===== src/rtl/valrdy_fifo_entry.sv =====
// One FIFO storage slot: a BITWIDTH-wide register that loads only when enabled
// and clears asynchronously on reset.
module valrdy_fifo_entry #(
    parameter int BITWIDTH = 32
) (
    input  logic                clk_i,
    input  logic                rst_i,
    input  logic                en_i,
    input  logic [BITWIDTH-1:0] d_i,
    output logic [BITWIDTH-1:0] q_o
);

    logic [BITWIDTH-1:0] data_q;

    always_ff @(posedge clk_i or posedge rst_i) begin
        if (rst_i) begin
            data_q <= '0;
        end else if (en_i) begin
            data_q <= d_i;
        end
    end

    assign q_o = data_q;

endmodule


===== src/rtl/valrdy_fifo.sv =====
// Val/rdy FIFO built from DEPTH enable-gated entry registers. Ready and valid
// derive only from the registered occupancy count, so SEND_RDY never reaches RECV_RDY.
module valrdy_fifo #(
    parameter int BITWIDTH = 32,
    parameter int DEPTH    = 4
) (
    input  logic                     CLK,
    input  logic                     RESET,
    input  logic [BITWIDTH-1:0]      RECV_MSG,
    input  logic                     RECV_VAL,
    output logic                     RECV_RDY,
    output logic [BITWIDTH-1:0]      SEND_MSG,
    output logic                     SEND_VAL,
    input  logic                     SEND_RDY,
    output logic [$clog2(DEPTH):0]   COUNT
);

    localparam int PTR_W = $clog2(DEPTH);
    localparam int CNT_W = PTR_W + 1;
    localparam logic [CNT_W-1:0] FULL_CNT = CNT_W'(DEPTH);

    logic [PTR_W-1:0]    wr_ptr_q, wr_ptr_d;
    logic [PTR_W-1:0]    rd_ptr_q, rd_ptr_d;
    logic [CNT_W-1:0]    count_q, count_d;
    logic                enq_fire, deq_fire;
    logic [BITWIDTH-1:0] entry_q [DEPTH];

    assign RECV_RDY = (count_q != FULL_CNT);
    assign SEND_VAL = (count_q != '0);
    assign COUNT    = count_q;
    assign enq_fire = RECV_VAL && RECV_RDY;
    assign deq_fire = SEND_VAL && SEND_RDY;

    generate
        for (genvar gi = 0; gi < DEPTH; gi++) begin : g_entry
            valrdy_fifo_entry #(
                .BITWIDTH(BITWIDTH)
            ) u_entry (
                .clk_i(CLK),
                .rst_i(RESET),
                .en_i (enq_fire && (wr_ptr_q == PTR_W'(gi))),
                .d_i  (RECV_MSG),
                .q_o  (entry_q[gi])
            );
        end
    endgenerate

    assign SEND_MSG = entry_q[rd_ptr_q];

    always_comb begin
        wr_ptr_d = wr_ptr_q;
        rd_ptr_d = rd_ptr_q;
        count_d  = count_q;
        if (enq_fire) begin
            wr_ptr_d = wr_ptr_q + PTR_W'(1);
        end
        if (deq_fire) begin
            rd_ptr_d = rd_ptr_q + PTR_W'(1);
        end
        // Simultaneous enqueue and dequeue leave the occupancy unchanged.
        case ({enq_fire, deq_fire})
            2'b10:   count_d = count_q + CNT_W'(1);
            2'b01:   count_d = count_q - CNT_W'(1);
            default: count_d = count_q;
        endcase
    end

    always_ff @(posedge CLK or posedge RESET) begin
        if (RESET) begin
            wr_ptr_q <= '0;
            rd_ptr_q <= '0;
            count_q  <= '0;
        end else begin
            wr_ptr_q <= wr_ptr_d;
            rd_ptr_q <= rd_ptr_d;
            count_q  <= count_d;
        end
    end

endmodule


===== config.mk =====
export PLATFORM = sky130hd
export DESIGN_NAME = valrdy_fifo
export DESIGN_NICKNAME = d
export VERILOG_FILES = /design/src/rtl/valrdy_fifo_entry.sv /design/src/rtl/valrdy_fifo.sv
export SDC_FILE = /design/constraint.sdc
export NUM_CORES = 1
export LEC_CHECK = 0
export ABC_AREA = 1
export BUFFER_PORTS_ARGS = -buffer_cell sky130_fd_sc_hd__buf_2
export CELL_PAD_IN_SITES_DETAIL_PLACEMENT = 1
export CELL_PAD_IN_SITES_GLOBAL_PLACEMENT = 2
export CORE_UTILIZATION = 25
export CTS_CLUSTER_DIAMETER = 120
export CTS_CLUSTER_SIZE = 16
export DETAILED_ROUTE_END_ITERATION = 8
export GPL_TIMING_DRIVEN = 0
export PLACE_DENSITY = 0.57
export SLEW_MARGIN = 25
export SYNTH_ARGS = -nofsm -noshare
export SYNTH_HDL_FRONTEND = slang
export SYNTH_HIERARCHICAL = 1
export SYNTH_SLANG_ARGS = --single-unit

===== constraint.sdc =====
create_clock -name CLK -period 3.86 [get_ports CLK]
set_input_delay 0 -clock CLK [delete_from_list [all_inputs] [get_ports CLK]]
set_output_delay 0 -clock CLK [all_outputs]
set_load 0.02 [all_outputs]

**Word level (Yosys, flattened, before mapping)**

Index checks and enable logic that the tools add are counted.

- Bits of input ports: 36
- Output and inout bits: 37
- Register bits: 135
- Word-level logic and storage cells: 32

- Muxes and demuxes: 4
- Magnitude comparators: 1
- Reduce and logical (&&, ||, !) cells: 9
- Bitwise logic cells: 1
- Equal/unequal tests: 6
- $add $sub $neg: 4

Operators by type and width:

| kind | count |
|---|---|
| $bmux W32 S2 | 1 |
| $mux W32 | 2 |
| $eq A2 B2 Y1 const B | 3 |
| $logic_and A1 B1 Y1 | 6 |
| $pmux W3 S2 | 1 |
| $add A2 B1 Y2 const B | 2 |
| $eq A2 B1 Y1 const B | 2 |
| $add A3 B1 Y3 const B | 1 |
| $ge A3 B3 Y1 const B | 1 |
| $ne A3 B3 Y1 const B | 1 |
| $not A2 Y3 | 1 |
| $reduce_bool A3 Y1 | 1 |
| $sub A3 B1 Y3 const B | 1 |
| $logic_not A2 Y1 | 1 |
| $reduce_bool A2 Y1 | 1 |

**Longest topological paths before layout**

Gate-level depths: netlist of run 1.

- Depth after elaboration: 4
- Depth in mapped cells: 12
- Depth with buffers taken out: 12

**Modules after synthesis**

The synthesis of run 1 kept the hierarchy.

Modules (own cells, without submodules):

| module | sequential area each (µm²) | times used | area each (µm²) | cells an instance |
|---|---|---|---|---|
| valrdy_fifo_entry | 800.8 | 4 | 1,296.2 | 137 |
| valrdy_fifo | 175.2 | 1 | 1,715.4 | 306 |

**Worst setup path after synthesis of run 1**

Ideal clock, no wire load.

- Path kind: reg2reg
- From: register count_q[0], in the netlist COUNT[0]
- To: register count_q[2], in the netlist COUNT[2]
- Required time: 3,743 ps
- Library setup time: 117 ps
- Arrival: 1,954 ps
- Stages on the path, launching flop included: 11
- Path slack: 1,788 ps
- Path buffers: 0
- Clock period less this slack: 2,072 ps
- Path through: dfrtp_1 > inv_1 > nand3_1 > nand2_1 > ha_1 > inv_1 > fa_1 > nand2_1 > nand3_1 > nand2_1 > nand2_1

- Cells in the longest elaborated chain, start to end: 4
- Elaborated cells between the ends (all ways): 10
- Those cells by class: add/sub: 2; eq/ne: 3; mux: 1; reduce/logical: 4

Ends and longest elaborated chain:

| item | RTL line | RTL |
|---|---|---|
| start: declaration | valrdy_fifo.sv:24 | `logic [CNT_W-1:0] count_q, count_d;` |
| start signal: assignment | valrdy_fifo.sv:76 | `count_q <= count_d;` |
| $ne A3 B3 Y1 (*) | valrdy_fifo.sv:28 | `assign RECV_RDY = (count_q != FULL_CNT);` |
| via RECV_RDY | valrdy_fifo.sv:11 | `output logic RECV_RDY,` |
| $logic_and A1 B1 Y1 (*) | valrdy_fifo.sv:31 | `assign enq_fire = RECV_VAL && RECV_RDY;` |
| $eq A2 B1 Y1 / $eq A2 B2 Y1 (equally long branches) | valrdy_fifo.sv:61 | `case ({enq_fire, deq_fire})` |
| $pmux W3 S2 / $reduce_bool A2 Y1 (equally long branches) | n/a |  |

The timed path passes the listed nets; every way through them passes the cells marked *.
A chain may end at the register's enable or synchronous reset.

**Final worst setup path of run 1**

- From: register rd_ptr_q[0]
- To: output SEND_MSG[1]

- Cells in the longest elaborated chain, start to end: 4

Ends and longest elaborated chain:

| item | RTL line | RTL |
|---|---|---|
| start: declaration | valrdy_fifo.sv:23 | `logic [PTR_W-1:0] rd_ptr_q, rd_ptr_d;` |
| start signal: assignment | valrdy_fifo.sv:75 | `rd_ptr_q <= rd_ptr_d;` |
| $not A2 Y3 (implied by the code) | valrdy_fifo.sv:48 | `assign SEND_MSG = entry_q[rd_ptr_q];` |
| $bmux W32 S2 | valrdy_fifo.sv:48 |  |
| $mux W32 (implied by the code) (2 in series) | valrdy_fifo.sv:48 |  |
| end: declaration | valrdy_fifo.sv:12 | `output logic [BITWIDTH-1:0] SEND_MSG,` |

Every way passes these cells. The select of a mux whose other input is x is not followed.

==> metrics.txt, run 1 <==
worst hold-check path type input port to asynchronous set/reset pin; post-synthesis net count 896; number of I/O pins 73; data arrival time at the worst-slack endpoint 2.06 ns; Bufs on Longest Clock Path 2; remaining antenna violation count after routing 0; setup skew after layout 0.0257 ns; total power 7.84 mW; clock insertion delay at the later pin of the skew report 0.43 ns; most frequent cells after synthesis nand2_1 (458), dfrtp_1 (135), inv_1 (83); required time at the endpoint of the critical path 3.86 ns; internal power 4.37 mW; via count of the first global-routing pass 6,088; Port Buf Inserts 72; CTS tree done; clock share of power 21.0%; Area Growth Syn to Fin 26.2%; R2R setup slack 1.88 ns; RSZ-0062 raised after global routing no; area of the die 28,300 um^2; Setup Buffers After CTS 0; switching fraction of total power 44.2%; sum of buffers and inverters on the critical path 3; total grt overflow 0; sum of routed wire length over all layers 23.8 mm; most area-consuming cells after synthesis dfrtp_1 (49%), nand2_1 (25%), o211ai_1 (7.0%); leakage power of the design 4.72 nW; EDFF count, synth 0; Worst Reg-to-Reg Cells 10; count of pins over their slew limit 0; Reg2Reg Launch Point COUNT[0]; f_max 486 MHz; reg2reg end COUNT[2]; synthesized area divided by synthesized cell count 8.08 um^2; average wire per standard cell 17.8 um; First DRT Iteration DRCs 172; part of the Yosys area used for sequential elements 49.0%; combinational fraction of design power 48.0%; final-report hold violation count 0; global-route wire length before repair 37.2 mm; fraction of layout cells with a size suffix above 1 20.5%; global-route usage over all layers 18.2%; initial core utilization 25.5%; share of power burned in registers 31.0%; placement row count 60; dpl hpwl 16.2 mm; ratio of final minimum period to clock period 53.3%; Top delay family on crit path buffers and inverters; Via Count 5,733; crit-path max FO 10; relative slew slack 53.6%; crit-path cells inv_2, clkbuf_1, nand2_1, o211ai_1, nand2_1, buf_2; die width 168 um; power per cell area 900 nW/um^2; maximum number of pins on one net before global-route repair 21; cell with the most instances on the worst path nand2_1; setup TNS after final layout 0 ns; register bit count reported by yosys 135; critical path type flop to output port; slew at the pin closest to its max-slew limit 0.697 ns; status completed; share of the synthesized area in the top cell type 49.0%; CTS Buf Count 17; RD Place Congestion 0.717; element type at the critical path end output port; antenna violations before repair 0; type of origin of the critical path flop; Core Footprint 27,000 um^2; timing endpoint of the critical path SEND_MSG[1]; net switching power of the design 3.47 mW; Async SR Flop Fraction 100%; vertical extent of the die 168 um; count of cell types in the netlist 20; Clk pin slew, worst setup/hold paths 0.07 ns; drt pass-1 iters 5; peak per-stage delay on the critical path 0.56 ns; WP depth 6; most frequent cell after synthesis nand2_1; Max Cap Viol 0; summed instance area of the synthesized netlist 6900 um^2; clock sinks 135; Post-Synthesis Cells 854; # DRC 0; H-tree level count 4; cell type with the highest aggregate area in the netlist dfrtp_1; ANT cells 0; library cell contributing the largest single delay on the critical path clkbuf_1; maximum vdd drop 0.000367 V; Via density 4.28; post-layout net count 1,026; buffer type at the clock tree root clkbuf_16; yosys warns 6; main flop type after synthesis dfrtp_1; Setup crit start rd_ptr_q[0]; number of failing setup endpoints in the final timing report 0; Min Clock Period, post-route 2.06 ns
[power groups by stage]
| stage | Combinational [mW] | Sequential, mW | Clock [mW] |
|---|---|---|---|
| final | 3.77 | 2.43 | 1.64 |
| after global routing | 4.28 | 2.52 | 1.75 |
| after CTS | 3.88 | 2.44 | 1.70 |
| after detailed placement | 3.85 | 2.46 | 0 |
| after global placement | 3.81 | 2.44 | 0 |
| after floorplan | 2.57 | 2.40 | 0 |
[worst min-delay path by stage]
stage / to / slack, ns
3_5_place_dp: rd_ptr_q[1] / 0.03
5_1_grt: COUNT[1] / 0.14
2_1_floorplan: COUNT[0] / -0.20
4_1_cts: rd_ptr_q[1] / 0.11
3_3_place_gp: rd_ptr_q[1] / 0.007
6_report: rd_ptr_q[1] / 0.11
[worst reg2reg max path, delay by kind of cell (launching register included)]
family                     cells  cell delay (ns)
adders and majority gates      2             0.59
and+or+nand+nor                6             0.71
DFF                            1             0.40
buffers and inverters          2             0.19
[cell type report]
cell class | count | area (um^2)
fillers | 3271 | 18300
well taps | 341 | 427
multi-input cells | 582 | 2600
repair buffers | 111 | 806
inverters | 88 | 360
flip-flops and latches | 135 | 3380
clock inverters | 15 | 153
plain buffers | 49 | 559
clock buffers | 17 | 425
[registers in the layout (all words and copies together) (netlist names)]
name,count
wr_ptr_q,2
COUNT,3
rd_ptr_q,2
g_entry.u_entry/q_o,128
[layer usage]
metal | wire length, um | vias to the layer above | global-route usage (%)
li1 | - | 2858 | -
met1 | 11300 | 2792 | 23.9
met2 | 11900 | 70 | 31.5
met3 | 426 | 13 | 2.49
met4 | 180 | 0 | 4.11
met5 | 0 | - | 0
[what timing repair did]
| action | in CTS | in global routing |
|---|---|---|
| hold endpoints to repair | 229 | 0 |
| hold buffers | 35 | 0 |
| resized for setup | 0 | 0 |
[layout by cell type, fill, tap and decap left out]
cell           netlist  routed
buf_16               0       2
bufinv_16            0       2
clkinvlp_4           0       2
buf_6               23      23
inv_1               83      79
ha_1                 5       5
clkinv_4             0       3
clkinv_2             0       5
nand2_1            458     458
o21ai_0              1       1
inv_2                1       5
nand4_1              1       1
inv_6                0       3
dlygate4sd3_1        0      35
fa_1                 1       1
clkbuf_8            12      12
buf_12               4       6
xnor2_1              1       1
buf_4                3       3
o211ai_1            64      64
nor2_1               4       4
buf_2                5      77
dfrtp_1            135     135
inv_8                4       4
nand2_2             40      40
clkbuf_1             2       2
nand3_1              7       7
clkbuf_16            0      17
[logic make-up (layout without fill, tap and decap cells)]
family          Yosys count  count (layout)  share of synthesized area (%)
simple gates            510             510                           29.4
buf+inv                 137             280                           13.3
flops                   135             135                           49.0
compound gates           65              65                           7.04
fa+ha+maj                 6               6                           1.20
xor+xnor                  1               1                          0.127
[metrics by stage]
step	setup WS (ns)	hold WS (ns)	utilization, %	instances	cell area, um^2
final	1.80	0.109	32.2	1338	8710
after global routing	1.65	0.144	32.2	1338	8710
after CTS	1.74	0.109	32.2	1338	8710
after detailed placement	1.83	0.0345	28.8	1271	7780
after global placement	1.83	0.00720	28.4	1267	7690
after floorplan	1.79	-0.197	-	854	6900
(Power assumes the default switching activity.)
==> inputs of run 2 (changes only) <==
ABC_AREA = 0   (was 1)
PLACE_DENSITY = 0.49   (was 0.57)
clock period = 1.7 ns   (was 3.86 ns; I/O delays follow)
==> run 2 against run 1 <==
Compared with the run above:
- sequential power is 140% higher
- clock power grew 150%
- cell area grew 7.2%
- clock skew is 0.018 ns lower
- largest power group unchanged
- cell count decreased by 35%
- die area decreased by 3.7%
- register-to-register slack got worse by 2.1 ns
- the run now ends with negative setup slack left
==> metrics.txt, run 2 <==
storage element area 3380 um^2; final-report hold violation count 0; slew at the pin closest to its max-slew limit 0.501 ns; drt pass-1 iters 4; Via density 4.33; Setup crit start COUNT[0]; summed instance area of the synthesized netlist 6650 um^2; failing checks negative setup slack; multi-input combinational cell area 2880 um^2; number of flip-flops in the largest register 128; critical path type flop to flop; data arrival time at the worst-slack endpoint 2.23 ns; main flop type after synthesis dfrtp_1; most common cell after layout, fill and taps aside dfrtp_1; fraction of layout cells with a size suffix above 1 65.4%; share of the synthesized area in the top cell type 50.8%; depth of the worst hold-timing path 4; cell type with the highest aggregate area in the netlist dfrtp_1; Placed Cells incl. Taps 765; Worst Reg-to-Reg Cells 9; global-route wire length before repair 28.0 mm; count of fill cells added during filler insertion 2,619; Min-Delay Endpoint wr_ptr_q[0]; CTS Buf Count 17; sum of routed wire length over all layers 18.1 mm; number of failing setup endpoints in the final timing report 158; Reg2Reg Launch Point COUNT[0]; part of the Yosys area used for sequential elements 50.8%; RSZ-0062 raised after global routing yes; count of pins over their slew limit 0; number of I/O pins 73; dpl hpwl 11.0 mm; internal power 14.5 mW; Port Buf Inserts 72; Hold Path Origin RECV_VAL; initial core utilization 25.5%; total grt overflow 0; yosys warns 6; synthesized area divided by synthesized cell count 18.8 um^2; Area Growth Syn to Fin 40.5%; H-tree level count 4; via count of the first global-routing pass 4,285; ANT cells 0; ratio of final minimum period to clock period 113%; vertical extent of the die 165 um; average wire per standard cell 20.9 um; Max Cap Viol 0; count of cell types in the netlist 22; post-route non-filler standard cell count 864; most area-consuming cells after synthesis dfrtp_1 (51%), mux2_4 (27%), mux4_2 (8.1%); reg2reg end COUNT[2]; worst hold-check path type input port to flop; status finished with violations; crit-path max FO 2; power per cell area 2270 nW/um^2; EDFF count, synth 0; area of the die 27,200 um^2; element type at the critical path end flop; switching fraction of total power 31.6%; buffer type at the clock tree root clkbuf_16; type of origin of the critical path flop; clock share of power 19.0%; Core Footprint 26,100 um^2; global-route usage over all layers 14.5%; most used cells in the layout excluding fill and tap cells dfrtp_1 (131), mux2_4 (121), buf_2 (40); Post-Synthesis Cells 354; clock sinks 135; post-layout net count 558; most frequent cells after synthesis dfrtp_1 (135), mux2_4 (121), mux4_2 (24); maximum number of pins on one net before global-route repair 19; share of power burned in registers 27.8%; antenna violations before repair 0; register bit count reported by yosys 135; # DRC 0; total power 21.2 mW; Via Count 3,741; worst setup margin -0.223 ns; Bufs on Longest Clock Path 2; Min Clock Period, post-route 1.92 ns; post-synthesis net count 396; setup skew after layout 0.00802 ns; die width 165 um; setup slack after placement -0.391 ns; relative slew slack 66.5%; clock insertion delay at the later pin of the skew report 0.42 ns; remaining antenna violation count after routing 0; Async SR Flop Fraction 100%; leakage power of the design 4.13 nW; net switching power of the design 6.68 mW; CTS tree done; placement row count 59; R2R setup slack -0.22 ns; required time at the endpoint of the critical path 2.00 ns; RD Place Congestion 0.688; Clk pin slew, worst setup/hold paths 0.06 ns; maximum vdd drop 0.000874 V; First DRT Iteration DRCs 125; most frequent cell after synthesis dfrtp_1; combinational fraction of design power 53.2%; f_max 520 MHz
run 2: cell types whose count changed after synthesis, sizes merged, moves of 6 or more:
| cell | change |
|---|---|
| buf | -11 |
| o211ai | -64 |
| mux4 | +32 |
| inv | -78 |
| mux2 | +129 |
| nand2 | -497 |
| clkbuf | -13 |
| nand3 | -6 |
run 2: area by class of cell:
| type | count | share of cell area (%) |
|---|---|---|
| buffer | 18 | 3.46 |
| multi-input combinational | 184 | 30.9 |
| sequential | 135 | 36.2 |
| clock buffer | 20 | 5.00 |
| inverter | 10 | 0.402 |
| timing repair buffer | 150 | 17.7 |
| tap | 335 | 4.49 |
| clock inverter | 12 | 1.86 |
run 2: kinds of logic after synthesis:
kind of cell	count (synthesis)	synth area share, %
xor gates and xnor gates	6	0.791
buffers and inverters	35	5.99
and+or+nand+nor	10	0.998
muxes	162	40.1
adders and majority gates	6	1.24
DFF	135	50.8
run 2: worst max-delay path by stage:
stage / end / slack, ns / cells past startpoint
after global placement: COUNT[2] / -0.37 / 9
after detailed placement: COUNT[2] / -0.39 / 9
after floorplan: COUNT[2] / -0.33 / 9
after CTS: COUNT[2] / -0.24 / 9
after global routing: COUNT[2] / -0.31 / 8
final: COUNT[2] / -0.22 / 9
run 2: power groups by stage:
stage	Clock, mW	Combinational (mW)	Sequential, mW
3_3_place_gp	0	8.70	5.76
3_5_place_dp	0	8.82	5.87
4_1_cts	4.12	11.3	5.88
2_1_floorplan	0	6.83	5.56
6_report	4.02	11.3	5.88
5_1_grt	4.27	11.9	6.10
run 2: worst max-delay path: stages, from the launching register on:
cell and delay [ns]:
dfrtp_2 0.41, buf_6 0.12, or3_4 0.38, and2_4 0.16
ha_4 0.16, inv_2 0.05, fa_2 0.18, xor2_1 0.14
nor2_1 0.07, xor2_1 0.15
run 2: metal layers:
| metal | share of wire [%] | wire length (um) | track usage (%) | vias to the layer above |
|---|---|---|---|---|
| li1 | - | - | - | 1620 |
| met1 | 44 | 8030 | 18.9 | 2049 |
| met2 | 52 | 9370 | 24.3 | 55 |
| met3 | 2.7 | 487 | 2.79 | 17 |
| met4 | 1.2 | 212 | 4.38 | 0 |
| met5 | 0 | 0 | 0 | - |
run 2: per-stage QoR:
step | hold slack (ns) | instance area [um^2] | setup TNS [ns] | utilization, %
floorplan | -0.197 | 6670 | -20.04 | -
global placement | -0.0141 | 7450 | -32.09 | 28.6
detailed placement | 0.0192 | 7540 | -24.67 | 28.9
CTS | 0.00217 | 9370 | -25.16 | 35.9
global route | 0.0264 | 9340 | -26.90 | 35.8
finish | 0.0307 | 9340 | -20.06 | 35.8
run 2: what timing repair did:
action,in CTS,in global routing
gates cloned,12,1
pin swaps,8,1
endpoints found under the hold margin,195,0
gates resized for setup,87,22
buffers inserted,29,3
setup endpoints to repair,159,158
hold buffers,34,0
